$ cat src/rtl/mem_nb_stage_pkg.sv
// Shared widths, defaults and the entry payload for the non-blocking MEM stage.
package mem_nb_stage_pkg;

    localparam int unsigned DATA_W        = 32;
    localparam int unsigned LSEL_W        = 4;
    localparam int unsigned GPR_W         = 5;
    localparam int unsigned EXC_W         = 5;
    localparam int unsigned MEM_NB_DEPTH  = 4;
    localparam int unsigned MEM_NB_MAXOUT = 8;

    typedef struct packed {
        logic [GPR_W-1:0]  write_num;
        logic              mem_req;
        logic [LSEL_W-1:0] load_sel;
        logic [DATA_W-1:0] res;
        logic              has_exc;
        logic [EXC_W-1:0]  exc_code;
    } mem_entry_t;

endpackage

$ cat src/rtl/mem_entry_ring.sv
// In-order entry ring: payload storage, head/tail pointers, occupancy and
// per-entry valid/waiting/done state; responses land in the oldest waiting entry.
module mem_entry_ring
    import mem_nb_stage_pkg::*;
#(
    parameter int unsigned DEPTH = MEM_NB_DEPTH
) (
    input  logic                    clk,
    input  logic                    rst,
    input  logic                    push_i,
    input  logic                    pop_i,
    input  logic                    flush_i,
    input  logic                    rsp_i,
    input  mem_entry_t              push_entry_i,
    input  logic [DATA_W-1:0]       rsp_data_i,
    output mem_entry_t              head_entry_o,
    output logic [DATA_W-1:0]       head_rdata_o,
    output logic                    head_ready_o,
    output logic                    rsp_found_o,
    output logic [$clog2(DEPTH):0]  count_o,
    output logic [$clog2(DEPTH):0]  pending_o
);

    localparam int unsigned PTR_W = $clog2(DEPTH);
    localparam int unsigned CNT_W = PTR_W + 1;

    logic [PTR_W-1:0]  head_q, head_d, tail_q, tail_d, rsp_ptr;
    logic [PTR_W-1:0]  scan_idx;
    logic [CNT_W-1:0]  count_q, count_d;
    logic [DEPTH-1:0]  valid_q, valid_d, waiting_q, waiting_d, done_q, done_d;
    mem_entry_t        mem_q [DEPTH];
    mem_entry_t        mem_d [DEPTH];
    logic [DATA_W-1:0] rdata_q [DEPTH];
    logic [DATA_W-1:0] rdata_d [DEPTH];

    // Oldest live entry still owed a response; lowest offset from head wins.
    always_comb begin
        rsp_found_o = 1'b0;
        rsp_ptr     = head_q;
        scan_idx    = '0;
        for (int i = int'(DEPTH) - 1; i >= 0; i--) begin
            scan_idx = head_q + PTR_W'(i);
            if (valid_q[scan_idx] && waiting_q[scan_idx] && !done_q[scan_idx]) begin
                rsp_found_o = 1'b1;
                rsp_ptr     = scan_idx;
            end
        end
    end

    always_comb begin
        pending_o = '0;
        for (int i = 0; i < int'(DEPTH); i++) begin
            pending_o = pending_o + CNT_W'(valid_q[i] & waiting_q[i] & ~done_q[i]);
        end
    end

    assign head_entry_o = mem_q[head_q];
    assign head_rdata_o = rdata_q[head_q];
    assign head_ready_o = valid_q[head_q] && (!waiting_q[head_q] || done_q[head_q]);
    assign count_o      = count_q;

    // Pop clears the head before push writes the tail, so full push+pop reuses the slot.
    always_comb begin
        head_d    = head_q;
        tail_d    = tail_q;
        count_d   = count_q;
        valid_d   = valid_q;
        waiting_d = waiting_q;
        done_d    = done_q;
        mem_d     = mem_q;
        rdata_d   = rdata_q;
        if (flush_i) begin
            head_d    = '0;
            tail_d    = '0;
            count_d   = '0;
            valid_d   = '0;
            waiting_d = '0;
            done_d    = '0;
        end else begin
            if (rsp_i && rsp_found_o) begin
                done_d[rsp_ptr]  = 1'b1;
                rdata_d[rsp_ptr] = rsp_data_i;
            end
            if (pop_i) begin
                valid_d[head_q] = 1'b0;
                head_d          = head_q + PTR_W'(1);
            end
            if (push_i) begin
                valid_d[tail_q]   = 1'b1;
                waiting_d[tail_q] = push_entry_i.mem_req && !push_entry_i.has_exc;
                done_d[tail_q]    = 1'b0;
                mem_d[tail_q]     = push_entry_i;
                tail_d            = tail_q + PTR_W'(1);
            end
            count_d = count_q + CNT_W'(push_i) - CNT_W'(pop_i);
        end
    end

    always_ff @(posedge clk or negedge rst) begin
        if (!rst) begin
            head_q    <= '0;
            tail_q    <= '0;
            count_q   <= '0;
            valid_q   <= '0;
            waiting_q <= '0;
            done_q    <= '0;
            for (int i = 0; i < int'(DEPTH); i++) begin
                mem_q[i]   <= '0;
                rdata_q[i] <= '0;
            end
        end else begin
            head_q    <= head_d;
            tail_q    <= tail_d;
            count_q   <= count_d;
            valid_q   <= valid_d;
            waiting_q <= waiting_d;
            done_q    <= done_d;
            mem_q     <= mem_d;
            rdata_q   <= rdata_d;
        end
    end

endmodule

$ cat src/rtl/mem_nb_stage.sv
// Non-blocking MEM stage: ring of in-flight entries plus drain accounting for
// bus responses still owed to flushed requests.
module mem_nb_stage
    import mem_nb_stage_pkg::*;
#(
    parameter int unsigned DEPTH   = MEM_NB_DEPTH,
    parameter int unsigned MAX_OUT = MEM_NB_MAXOUT
) (
    input  logic                    clk,
    input  logic                    rst,
    input  logic                    PREMEM_valid_i,
    output logic                    MEM_allowin_o,
    input  logic [GPR_W-1:0]        PREMEM_writeNum_i,
    input  logic                    PREMEM_memReq_i,
    input  logic [LSEL_W-1:0]       PREMEM_loadSel_i,
    input  logic [DATA_W-1:0]       PREMEM_res_i,
    input  logic                    PREMEM_hasExc_i,
    input  logic [EXC_W-1:0]        PREMEM_excCode_i,
    input  logic                    data_data_ok,
    input  logic [DATA_W-1:0]       data_rdata,
    input  logic                    flush_i,
    input  logic                    WB_allowin_i,
    output logic                    MEM_valid_o,
    output logic [GPR_W-1:0]        MEM_writeNum_o,
    output logic [LSEL_W-1:0]       MEM_loadSel_o,
    output logic [DATA_W-1:0]       MEM_finalRes_o,
    output logic                    MEM_hasExc_o,
    output logic [EXC_W-1:0]        MEM_excCode_o,
    output logic [$clog2(DEPTH):0]  MEM_count_o,
    output logic                    MEM_busy_o,
    output logic                    MEM_rspErr_o
);

    localparam int unsigned CNT_W = $clog2(DEPTH) + 1;
    localparam int unsigned DRN_W = $clog2(MAX_OUT + 1);
    localparam int unsigned OUT_W = $clog2(MAX_OUT + DEPTH + 1);

    logic              push_c, pop_c, rsp_c, head_ready, rsp_found;
    logic [CNT_W-1:0]  count, pending;
    logic [OUT_W-1:0]  owed;
    logic [DRN_W-1:0]  drain_q, drain_d;
    logic              rsp_err_q, rsp_err_d;
    logic [DATA_W-1:0] head_rdata;
    mem_entry_t        head_entry, push_entry;

    assign push_entry = '{write_num: PREMEM_writeNum_i, mem_req: PREMEM_memReq_i,
                          load_sel: PREMEM_loadSel_i, res: PREMEM_res_i,
                          has_exc: PREMEM_hasExc_i, exc_code: PREMEM_excCode_i};

    mem_entry_ring #(.DEPTH(DEPTH)) u_ring (
        .clk          (clk),
        .rst          (rst),
        .push_i       (push_c),
        .pop_i        (pop_c),
        .flush_i      (flush_i),
        .rsp_i        (rsp_c),
        .push_entry_i (push_entry),
        .rsp_data_i   (data_rdata),
        .head_entry_o (head_entry),
        .head_rdata_o (head_rdata),
        .head_ready_o (head_ready),
        .rsp_found_o  (rsp_found),
        .count_o      (count),
        .pending_o    (pending)
    );

    // owed = every response the bus still has to deliver (draining + live waiters).
    assign owed          = OUT_W'(drain_q) + OUT_W'(pending);
    assign MEM_valid_o   = head_ready && !flush_i;
    assign pop_c         = MEM_valid_o && WB_allowin_i;
    assign MEM_allowin_o = (count < CNT_W'(DEPTH) || pop_c) && (owed < OUT_W'(MAX_OUT));
    assign push_c        = PREMEM_valid_i && MEM_allowin_o && !flush_i;

    assign MEM_writeNum_o = MEM_valid_o ? head_entry.write_num : '0;
    assign MEM_loadSel_o  = MEM_valid_o ? head_entry.load_sel  : '0;
    assign MEM_hasExc_o   = MEM_valid_o && head_entry.has_exc;
    assign MEM_excCode_o  = MEM_valid_o ? head_entry.exc_code  : '0;
    assign MEM_finalRes_o = !MEM_valid_o ? '0 :
                            (head_entry.mem_req && !head_entry.has_exc) ? head_rdata : head_entry.res;
    assign MEM_count_o    = count;
    assign MEM_busy_o     = (count != '0) || (drain_q != '0);
    assign MEM_rspErr_o   = rsp_err_q;

    // Response routing: drain first, then the ring, otherwise an unowed response.
    always_comb begin
        drain_d   = drain_q;
        rsp_err_d = rsp_err_q;
        rsp_c     = 1'b0;
        if (flush_i) begin
            if (data_data_ok) begin
                if (owed != '0) begin
                    drain_d = DRN_W'(owed - OUT_W'(1));
                end else begin
                    drain_d   = DRN_W'(owed);
                    rsp_err_d = 1'b1;
                end
            end else begin
                drain_d = DRN_W'(owed);
            end
        end else if (data_data_ok) begin
            if (drain_q != '0) begin
                drain_d = drain_q - DRN_W'(1);
            end else begin
                rsp_c = 1'b1;
                if (!rsp_found) begin
                    rsp_err_d = 1'b1;
                end
            end
        end
    end

    always_ff @(posedge clk or negedge rst) begin
        if (!rst) begin
            drain_q   <= '0;
            rsp_err_q <= 1'b0;
        end else begin
            drain_q   <= drain_d;
            rsp_err_q <= rsp_err_d;
        end
    end

endmodule

$ cat config.mk
export PLATFORM = sky130hd
export DESIGN_NAME = mem_nb_stage
export DESIGN_NICKNAME = d
export VERILOG_FILES = /design/src/rtl/mem_nb_stage_pkg.sv /design/src/rtl/mem_entry_ring.sv /design/src/rtl/mem_nb_stage.sv
export SDC_FILE = /design/constraint.sdc
export NUM_CORES = 1
export LEC_CHECK = 0
export CELL_PAD_IN_SITES_DETAIL_PLACEMENT = 1
export CELL_PAD_IN_SITES_GLOBAL_PLACEMENT = 1
export CORE_ASPECT_RATIO = 0.8
export CORE_UTILIZATION = 40
export CTS_CLUSTER_SIZE = 40
export DETAILED_ROUTE_END_ITERATION = 6
export PLACE_DENSITY_LB_ADDON = 0.1
export SLEW_MARGIN = 20
export SYNTH_ARGS = -nofsm -noshare
export SYNTH_HDL_FRONTEND = slang
export SYNTH_SLANG_ARGS = --single-unit
$ cat constraint.sdc
create_clock -name clk -period 6.4 [get_ports clk]
set_clock_uncertainty 0.2 [all_clocks]
set_input_delay 0.96 -clock clk [delete_from_list [all_inputs] [get_ports clk]]
set_output_delay 0.96 -clock clk [all_outputs]
set_load 0.02 [all_outputs]
==> flow_summary.yaml <==
status:
  status: "finished, final reports clean"
global_routing:
  grt_usage_pct: 20.91
  grt_pass1_vias: 10711
  overflow: 0
  grt_max_degree: 135
  grt_pass1_wl_um: 65710
  antenna_found_initial: 5
clocking:
  cts_resized: 0
  clk-insertion-delay-late_ns: 0.54
  htreeDepth: 2
  clock-root-buffer: "clkbuf_16"
  cts_buffers: 38
  cts_hold_buffers: 0
  cts_tree: "built"
  cts.sinks: 344
  postCtsSetupBuffers: 0
  path_clk_slew_ns: 0.06
  cts_buffer_depth: 3
yosys:
  syn-num-nets: 1210
  synth_top_family_by_area: "multiplexers"
  yosysWarnings: 0
  yosysMostFrequentCell: "dfrtp_1"
  synth_area_leader_cell: "dfrtp_1"
  synth_cell_type_count: 50
  yosys.area_share.adder_pct: 1.675
  synth_simple_gate_area_share_pct: 4.795
  synthTopCellsByCount: "dfrtp_1 (344), mux2_2 (203), nand2_1 (90)"
  netlist_area_mm2: 0.01628
  synth-xor-area-share_pct: 0.3765
  synth_flop_cell: "dfrtp_1"
  synth_cells: 1104
  ys_seq_area_share_pct: 52.87
  synth_compound_area_share_pct: 2.920
  ys_seq_elements: 344
  synth_area_leaders: "dfrtp_1 (53%), mux2_2 (14%), mux4_2 (11%), mux2_1 (6.2%), mux2_4 (2.7%)"
  muxShareOfSynthArea_pct: 34.56
  synth_top_area_share_pct: 52.87
  async_flop_share_pct: 100.0
  synth_edf_count: 0
  avgSynthCellArea_um2: 14.75
placed_design:
  dpl_cell_area_mm2: 0.01824
  gp_congestion: 0.7599
  port_buffers: 139
  pre_cts_slack_ns: 1.223
  dp.final_hpwl_um: 25990
drt:
  postRouteAntennaNets: 0
  via_count: 9694
  drc_errors: 0
  firstDrtPassIters: 4
  initialDrtViolationCount: 525
  avgViaCountPerCell: 5.389
  wirelength_um: 41250
  wl_per_cell_um: 22.93
floorplanning:
  std_cell_rows: 65
  die_x_um: 227.6
  fp.dieArea_mm2: 0.04152
  core_area_mm2: 0.03977
  die_h_um: 182.5
  initial_core_util_pct: 40.94
  io_pins: 140
power:
  vdd_ir_drop_max_mv: 0.1787
  leakage_nw: 8.949
  power-per-cell-area_mw_per_mm2: 348.7
critical_path:
  slowest_delay_ns: 0.91
  end_kind: "primary output"
  crit_chain: "buf_4, mux4_2, and2_1, nand3_2, a21o_4, inv_1, clkdlybuf4s50_1"
  required_ns: 5.24
  critPathMaxFanout: 35
  slowest_stage: "dfrtp_4"
  crit_type: "flip-flop to primary output"
  start_kind: "flip-flop"
  crit_arrival_ns: 4.30
hold_path:
  hp-class: "primary input to async pin"
final_layout:
  drive_above_1_share_pct: 32.88
  nFillCells: 3862
  nets: 1338
  syn_to_final_growth_pct: 20.31
  final-seq-area_mm2: 0.008616
  final_util_pct: 49.26
  final_cell_area_mm2: 0.01959
  multi_input_area_mm2: 0.007258
sta:
  finalMaxSlewViolations: 0
  period_needed_ns: 5.459
  slew_headroom_pct: 39.14
  final_hold_viol_count: 0
  setup_violations: 0
  fin_ws_ns: 0.9409
  worst-slew-pin-transition_ns: 0.9130
  rsz0062_at_grt: "no"
  setup_tns_ns: 0
  holdWs_ns: 0.2550
  fin_crit_sh_pct: 85.30
  fmax_mhz: 183.2
run:
  cap_violations: 0
-- registers in the layout, indices dropped and copies added (netlist names) --
name,cells
u_ring.head_q,2
u_ring.count_o,3
u_ring.rdata_q,128
u_ring.tail_q,2
MEM_rspErr_o,1
u_ring.mem_q,192
u_ring.waiting_q,4
drain_q,4
u_ring.done_q,4
u_ring.valid_q,4
-- logic make-up (layout without fill, tap and decap cells) --
family | count (synthesis) | in the layout
DFF | 344 | 344
buffers and inverters | 92 | 247
muxes | 410 | 410
xor gates and xnor gates | 7 | 7
adders and majority gates | 20 | 20
AOI/OAI and AO/OA | 73 | 73
and+or+nand+nor | 158 | 158
other | 0 | 4
-- cells in the final DEF (no fill, tap or decap), drive strengths merged, types with 3 or more instances in the layout --
cell and count:
fa 3, a21oi 39, and3 15, clkdlybuf4s50 138, nand2 90, mux2i 8, clkinvlp 4, mux2 321
nor2b 4, nand3b 5, buf 20, a21o 6, dfrtp 344, clkbuf 54, mux4 81, o21ai 7
bufinv 5, inv 23, nor3 7, nand3 10, a31oi 3, nor2 13, diode 4, xnor2 5
ha 17, a211oi 6, nand2b 4, a31o 4, clkinv 3
-- critical path: cells and delay by family (launching register included) --
kind	cells	cell delay, ns
AO/OA/AOI/OAI	1	0.32
buffers and inverters	3	1.31
flip-flops	1	0.91
multiplexers	1	0.34
AND/OR/NAND/NOR	2	0.88
-- final timing paths --
check                                         start                   to  slack (ns)  depth (start not counted)
worst max-delay path               u_ring.head_q[0]        MEM_allowin_o        0.94                          7
worst min-delay path                            rst     u_ring.mem_q[44]        0.26                          1
worst max register to register     u_ring.head_q[0]   u_ring.rdata_q[66]        1.64                          9
worst min register to register  u_ring.rdata_q[123]  u_ring.rdata_q[123]        0.28                          1
max in group asynchronous                       rst  u_ring.rdata_q[113]        4.42                          2
min in group clk                u_ring.rdata_q[123]  u_ring.rdata_q[123]        0.28                          1
-- metal layers --
metal | up-vias | wire length [um] | global-route usage, %
li1 | 4301 | - | -
met1 | 5195 | 20290 | 30.86
met2 | 137 | 18750 | 32.27
met3 | 57 | 1495 | 3.510
met4 | 4 | 687 | 4.537
met5 | - | 24 | 0
-- layout make-up --
cell class	instances	area share [%]
Antenna cell	4	0.05110
Clock buffer	54	5.793
Clock inverter	13	1.041
Inverter	22	0.4215
Multi-Input combinational cell	668	37.05
Sequential cell	344	43.98
Tap cell	536	3.423
Timing Repair Buffer	158	8.239
-- stage by stage --
stage	total power, mW	cells
3_5_place_dp	4.540	1728
4_1_cts	6.928	1795
5_1_grt	7.189	1796
3_3_place_gp	4.505	1728
2_1_floorplan	3.907	1104
6_report	6.831	1799
-- where the power goes --
group,internal (mW),total [mW],switching (mW)
combinational,0.848,1.63,0.779
clock,1.44,2.35,0.909
sequential,2.61,2.86,0.249
total,4.89,6.83,1.94
Note: power is estimated with default switching activity, not from simulation.
